`src/rtl/bus_timer.sv`:
```
// bus_timer: memory-mapped 64-bit mtime/mtimecmp timer with a level interrupt.
// Register reads and writes complete one cycle after the request.
// Optional feature: define BUS_TIMER_PRESCALE_EN to add a 16-bit tick prescaler.
module bus_timer #(
    parameter int unsigned DataWidth    = 32,
    parameter int unsigned AddressWidth = 32
) (
    input  logic                    clk_i,
    input  logic                    rst_ni,
    input  logic                    device_req_i,
    input  logic [AddressWidth-1:0] device_addr_i,
    input  logic                    device_we_i,
    input  logic [DataWidth-1:0]    device_wdata_i,
    output logic [DataWidth-1:0]    device_rdata_o,
    output logic                    device_rvalid_o,
    output logic                    timer_irq_o
);

    localparam logic [2:0] RegMtimeLo    = 3'd0;
    localparam logic [2:0] RegMtimeHi    = 3'd1;
    localparam logic [2:0] RegMtimecmpLo = 3'd2;
    localparam logic [2:0] RegMtimecmpHi = 3'd3;
    localparam logic [2:0] RegCtrl       = 3'd4;
    localparam logic [2:0] RegStatus     = 3'd5;
    localparam logic [2:0] RegPrescale   = 3'd6;

    logic [63:0] mtime_q, mtime_d;
    logic [63:0] mtimecmp_q, mtimecmp_d;
    logic        count_en_q, count_en_d;
    logic        irq_en_q, irq_en_d;
    logic [31:0] shadow_q, shadow_d;
    logic [31:0] rdata_q, rdata_d;
    logic        rvalid_q;
    logic        irq_q;

    logic [2:0]  reg_sel;
    logic        wr_en;
    logic        rd_en;
    logic        inc_en;
    logic        mtime_ge;
    logic [31:0] prescale_rd;
    logic [31:0] rd_val;

    // Only addr[4:2] selects a register; the rest is don't-care.
    logic unused_addr;
    assign unused_addr = ^{device_addr_i[AddressWidth-1:5], device_addr_i[1:0]};

    assign reg_sel  = device_addr_i[4:2];
    assign wr_en    = device_req_i & device_we_i;
    assign rd_en    = device_req_i & ~device_we_i;
    assign mtime_ge = (mtime_q >= mtimecmp_q);

`ifdef BUS_TIMER_PRESCALE_EN
    logic [15:0] prescale_q, prescale_d;
    logic [15:0] psc_cnt_q, psc_cnt_d;

    assign inc_en      = count_en_q && (psc_cnt_q == prescale_q);
    assign prescale_rd = {16'd0, prescale_q};

    // Prescale divider: wraps on a tick, restarts whenever PRESCALE is rewritten.
    always_comb begin
        prescale_d = prescale_q;
        psc_cnt_d  = psc_cnt_q;
        if (count_en_q) begin
            psc_cnt_d = inc_en ? 16'd0 : psc_cnt_q + 16'd1;
        end
        if (wr_en && (reg_sel == RegPrescale)) begin
            prescale_d = device_wdata_i[15:0];
            psc_cnt_d  = 16'd0;
        end
    end

    // Prescale state registers.
    always_ff @(posedge clk_i) begin
        if (!rst_ni) begin
            prescale_q <= 16'd0;
            psc_cnt_q  <= 16'd0;
        end else begin
            prescale_q <= prescale_d;
            psc_cnt_q  <= psc_cnt_d;
        end
    end
`else
    assign inc_en      = count_en_q;
    assign prescale_rd = 32'd0;
`endif

    // Read mux on pre-update register contents.
    always_comb begin
        rd_val = 32'd0;
        case (reg_sel)
            RegMtimeLo:    rd_val = mtime_q[31:0];
            RegMtimeHi:    rd_val = shadow_q;
            RegMtimecmpLo: rd_val = mtimecmp_q[31:0];
            RegMtimecmpHi: rd_val = mtimecmp_q[63:32];
            RegCtrl:       rd_val = {30'd0, irq_en_q, count_en_q};
            RegStatus:     rd_val = {31'd0, mtime_ge};
            RegPrescale:   rd_val = prescale_rd;
            default:       rd_val = 32'd0;
        endcase
    end

    // Next-state: counting, bus writes (which beat the increment), shadow capture.
    always_comb begin
        mtime_d    = inc_en ? mtime_q + 64'd1 : mtime_q;
        mtimecmp_d = mtimecmp_q;
        count_en_d = count_en_q;
        irq_en_d   = irq_en_q;
        shadow_d   = shadow_q;
        rdata_d    = rdata_q;

        if (rd_en && (reg_sel == RegMtimeLo)) begin
            shadow_d = mtime_q[63:32];
        end

        if (wr_en) begin
            case (reg_sel)
                RegMtimeLo: mtime_d = {mtime_q[63:32], device_wdata_i};
                RegMtimeHi: begin
                    mtime_d  = {device_wdata_i, mtime_q[31:0]};
                    shadow_d = device_wdata_i;
                end
                RegMtimecmpLo: mtimecmp_d = {mtimecmp_q[63:32], device_wdata_i};
                RegMtimecmpHi: mtimecmp_d = {device_wdata_i, mtimecmp_q[31:0]};
                RegCtrl: begin
                    count_en_d = device_wdata_i[0];
                    irq_en_d   = device_wdata_i[1];
                end
                default: ;
            endcase
        end

        if (device_req_i) begin
            rdata_d = device_we_i ? 32'd0 : rd_val;
        end
    end

    // State and registered outputs.
    always_ff @(posedge clk_i) begin
        if (!rst_ni) begin
            mtime_q    <= 64'd0;
            mtimecmp_q <= '1;
            count_en_q <= 1'b0;
            irq_en_q   <= 1'b0;
            shadow_q   <= 32'd0;
            rdata_q    <= 32'd0;
            rvalid_q   <= 1'b0;
            irq_q      <= 1'b0;
        end else begin
            mtime_q    <= mtime_d;
            mtimecmp_q <= mtimecmp_d;
            count_en_q <= count_en_d;
            irq_en_q   <= irq_en_d;
            shadow_q   <= shadow_d;
            rdata_q    <= rdata_d;
            rvalid_q   <= device_req_i;
            irq_q      <= irq_en_q & mtime_ge;
        end
    end

    assign device_rdata_o  = rdata_q;
    assign device_rvalid_o = rvalid_q;
    assign timer_irq_o     = irq_q;

endmodule

```
`config.mk`:
```
export PLATFORM = sky130hd
export DESIGN_NAME = bus_timer
export DESIGN_NICKNAME = d
export VERILOG_FILES = /design/src/rtl/bus_timer.sv
export SDC_FILE = /design/constraint.sdc
export NUM_CORES = 1
export LEC_CHECK = 0
export ABC_AREA = 1
export BUFFER_PORTS_ARGS = -buffer_cell sky130_fd_sc_hd__buf_2
export CAP_MARGIN = 20
export CORE_MARGIN = 2
export CORE_UTILIZATION = 55
export DETAILED_ROUTE_END_ITERATION = 8
export GPL_TIMING_DRIVEN = 1
export PLACE_DENSITY_LB_ADDON = 0.08
export SKIP_LAST_GASP = 1
export SYNTH_ARGS = -nofsm -noshare
export SYNTH_HDL_FRONTEND = slang
export SYNTH_SLANG_ARGS = --single-unit
export TNS_END_PERCENT = 50
```
`constraint.sdc`:
```
create_clock -name clk_i -period 1.66 [get_ports clk_i]
set_input_delay 0.498 -clock clk_i [delete_from_list [all_inputs] [get_ports clk_i]]
set_output_delay 0.498 -clock clk_i [all_outputs]
set_load 0.05 [all_outputs]
```
==> flow_summary_export.csv <==
group,metric,value,unit
outcome,status,"finished, violations left",
outcome,failed_checks,"setup timing",
critical_path,crit_type,"reg -> reg",
critical_path,crit_chain,"inv_1 > ha_1 > a21oi_1 > o21ai_0 > nand2_1 > nand3_1 > nand2_2 > nand2_1 > nor2_2 > nand2_1 > nand2_1 > nand2_1 > nand2_1 > a21oi_1",
critical_path,worstPathRequired,1990,ps
sta,slew_headroom,68.7,%
power_and_ir_drop,power_density,581,mW/mm2
critical_path,crit_start,"mtimecmp_q[51]",
synthesis,async_reset_ff_share,0,%
drt,dr.pass1.iters,7,
synthesis,synth_top_family_by_area,"simple AND/OR/NAND/NOR gates",
global_routing,grt_pass1_wl,80.2,mm
die,start_util,55.6,%
sta,drv_slew,0,
sta,final.setup_skew,18.5,ps
synthesis,synthMuxAreaShare,0,%
critical_path,timing.rr.end,"device_rdata_o[0]",
clock_network,cts_made_buffers,17,
clock_network,tritoncts,"built",
synthesis,yosys.area_share.simple,25.5,%
clock_network,cts-root-buf,"clkbuf_16",
drt,drc,0,
critical_path,cp-start-kind,"flop",
sta,setup_viol,62,
drt,routed_wl,54.5,mm
die,num_io_pins,102,
synthesis,yosys_most_used_dff,"dfxtp_1",
die,core-area,0.0216,mm2
cells_and_area,design_area,0.0180,mm2
critical_path,max_stage_delay,320,ps
synthesis,syn_inst,1752,
critical_path,cp_max_fo,3,
critical_path,worstReg2RegStart,"mtimecmp_q[51]",
cells_and_area,drive_gt1_share,39.6,%
synthesis,synth_xor_area_share,0.510,%
sta,setup_ws,-383,ps
synthesis,synth_seq_cells,196,
global_routing,antenna_found_initial,0,
die,die_area,0.0231,mm2
place,dp_hpwl,39.0,mm
cells_and_area,antenna-diode-count,0,
power_and_ir_drop,vdd_ir_drop_max,577,uV
cells_and_area,syn2layout_area_growth,49.9,%
place,dp_slack,-427,ps
synthesis,netlist-cell-type-count,51,
synthesis,yosysTopAreaCellShare,32.6,%
critical_path,worstSetupEndpointType,"flop",
sta,finalCritPeriodShare,123,%
global_routing,grt_usage,44.4,%
critical_path,cp_data_arrival_time,2380,ps
synthesis,synth_top_cell_by_area,"dfxtp_1",
drt,wire_per_inst,21.8,um
place,io_buffers,72,
synthesis,synth-edff-count,0,
cells_and_area,final_nets,2342,
global_routing,grt.overflow.total,0,
clock_network,clock-sinks,196,
sta,hold_slack,265,ps
drt,dr.first_iter.drc_count,2225,
place,gp_congestion,1.09,
sta,rsz0062_at_grt,"yes",
synthesis,syn_nets,1885,
synthesis,syn_area,0.0120,mm2
die,die_h,152,um
power_and_ir_drop,pwr-share-clk,41.3,%
sta,final_hold_viol_count,0,
job,cap_violations,0,
die,rows,54,
sta,worstMarginPinSlew,465,ps
clock_network,worstSkewPairLatency,450,ps
drt,ant_nets,0,
synthesis,yosys_warnings,0,
sta,period_minus_slack,2040,ps
hold_path,min_from,"device_req_i",
cells_and_area,layout.cells.non_filler,2502,
critical_path,cp_num_buf_inv,1,
clock_network,htree_levels,4,
cells_and_area,final_util,83.4,%
power_and_ir_drop,power_frac_comb,12.3,%
synthesis,synthAdderAreaFrac,6.76,%
synthesis,syn_avg_cell_area,6.87,um2
place,postPlaceCellArea,0.0156,mm2
power_and_ir_drop,internal_power,7.32,mW
synthesis,synth_area_leaders,"dfxtp_1 33%, nand2_1 10%, a21oi_1 7.9%",
drt,num_vias,15429,
critical_path,reg2reg_slack,-380,ps
power_and_ir_drop,sequentialPowerShare,46.4,%
global_routing,grt_pass1_vias,14273,
clock_network,clock_path_buffers,2,
global_routing,grt_start_max_net_pins,52,
critical_path,crit_path_top_delay_cell,"dfxtp_1",
die,die_w,152,um
clock_network,clk_pin_slew,80,ps
place,place_inst,2402,
hold_path,hold_path_class,"in -> reg",
synthesis,ys_seq_area_share,32.6,%
critical_path,crit_top_cell,"nand2_1",
power_and_ir_drop,switching_share,30.1,%
power_and_ir_drop,leakage,8.54,nW
sta,clock.fmax,0.489,GHz
synthesis,synth_compound_area_share,23.5,%
critical_path,path_depth,14,
critical_path,ff2ff_path_depth,14,
drt,vias_per_cell,6.17,
clock_network,hold_buffers,0,
power_and_ir_drop,switchingPower,3.16,mW
critical_path,endpoint,"device_rdata_o[0]",
critical_path,cpLargestDelayFamily,"simple AND/OR/NAND/NOR gates",
sequential cells by signal, summed over array words and instances, names as in the netlist:
signal	flops
count_en_q	1
mtimecmp_q	64
timer_irq_o	1
device_rdata_o	32
device_rvalid_o	1
mtime_q	64
shadow_q	32
irq_en_q	1
Yosys cell counts, types with 3 or more instances:
cell,number
a21o_1,3
a21oi_1,190
a221oi_1,11
a221oi_2,3
a31o_2,3
a31oi_1,31
buf_1,3
buf_2,26
buf_4,3
clkbuf_1,54
clkbuf_2,5
dfxtp_1,196
ha_1,65
inv_1,230
inv_2,20
nand2_1,330
nand2_2,5
nand2_4,3
nand3_1,83
nand3_2,6
nand3b_1,3
nand4_1,42
nor2_1,89
nor2_2,17
nor2_4,12
nor3_1,23
nor3_2,7
nor4_1,9
o211ai_1,29
o21ai_0,128
o21ai_1,10
o221ai_1,16
o22ai_1,64
or2_1,4
or2_2,5
xor2_1,5
power by group through the flow:
| stage | logic, mW | clock network [mW] | registers [mW] |
|---|---|---|---|
| floorplan | 0.514 | 0 | 5.04 |
| global placement | 1.14 | 0 | 4.98 |
| detailed placement | 1.16 | 0 | 4.98 |
| CTS | 1.20 | 4.31 | 4.86 |
| global route | 1.35 | 4.49 | 4.87 |
| finish | 1.29 | 4.33 | 4.86 |
worst min path at each step:
stage	to	slack (ps)	cells after the start
final	device_rvalid_o	260	3
after global routing	device_rvalid_o	280	3
after CTS	device_rvalid_o	260	3
after detailed placement	device_rdata_o[31]	450	2
after global placement	device_rdata_o[30]	450	2
after floorplan	timer_irq_o	430	2
per-layer routing:
metal / vias up / part of all wire [%] / track usage [%]
met3: 219 / 14 / 9.56
li1: 6888 / - / -
met5: - / 0 / 0
met4: 0 / 4.6 / 15.4
met2: 1169 / 43 / 68.0
met1: 7153 / 38 / 62.1
worst min-delay path: cells and delay by family:
| family | cells | cell delay [ps] |
|---|---|---|
| buf+inv | 2 | 140 |
| simple gates | 1 | 50 |
cell families (layout without fill, tap and decap cells):
kind of cell | Yosys count | count (layout)
AOI/OAI and AO/OA | 494 | 494
DFF | 196 | 196
buffers and inverters | 342 | 812
adders and majority gates | 65 | 65
xor gates and xnor gates | 7 | 7
and+or+nand+nor | 648 | 648
repair_timing:
| item | 4_1_cts | 5_1_grt |
|---|---|---|
| resized for setup | 201 | 174 |
| setup endpoints to repair | 56 | 70 |
| pin swaps | 70 | 89 |
| buffers inserted | 37 | 37 |
| endpoints found under the hold margin | 0 | 0 |
per-stage QoR:
stage                     power, mW  setup TNS [ps]
after global placement         6.11          -35120
after global routing           10.7          -14690
after detailed placement       6.15          -42050
after CTS                      10.4           -6990
after floorplan                5.56           -6.89
final                          10.5          -10110
cell type report:
type | count | area, um2
Inverter | 251 | 968
Fill cell | 1429 | 3590
Timing Repair Buffer | 529 | 4220
Clock buffer | 17 | 425
Clock inverter | 15 | 181
Sequential cell | 196 | 4050
Multi-Input combinational cell | 1214 | 7850
Tap cell | 280 | 350
cells in the final DEF (no fill, tap or decap), types with 32 or more instances in the layout:
cell type / count
nor2_4: 38
buf_4: 395
o22ai_1: 64
o21ai_0: 119
nor2_2: 32
nand3_1: 52
buf_2: 72
buf_6: 40
a21oi_1: 183
nor2_1: 48
inv_2: 35
nand2_1: 298
nand4_1: 42
ha_1: 57
inv_1: 205
dfxtp_1: 145
No activity file was read; power rests on OpenSTA's default activity.
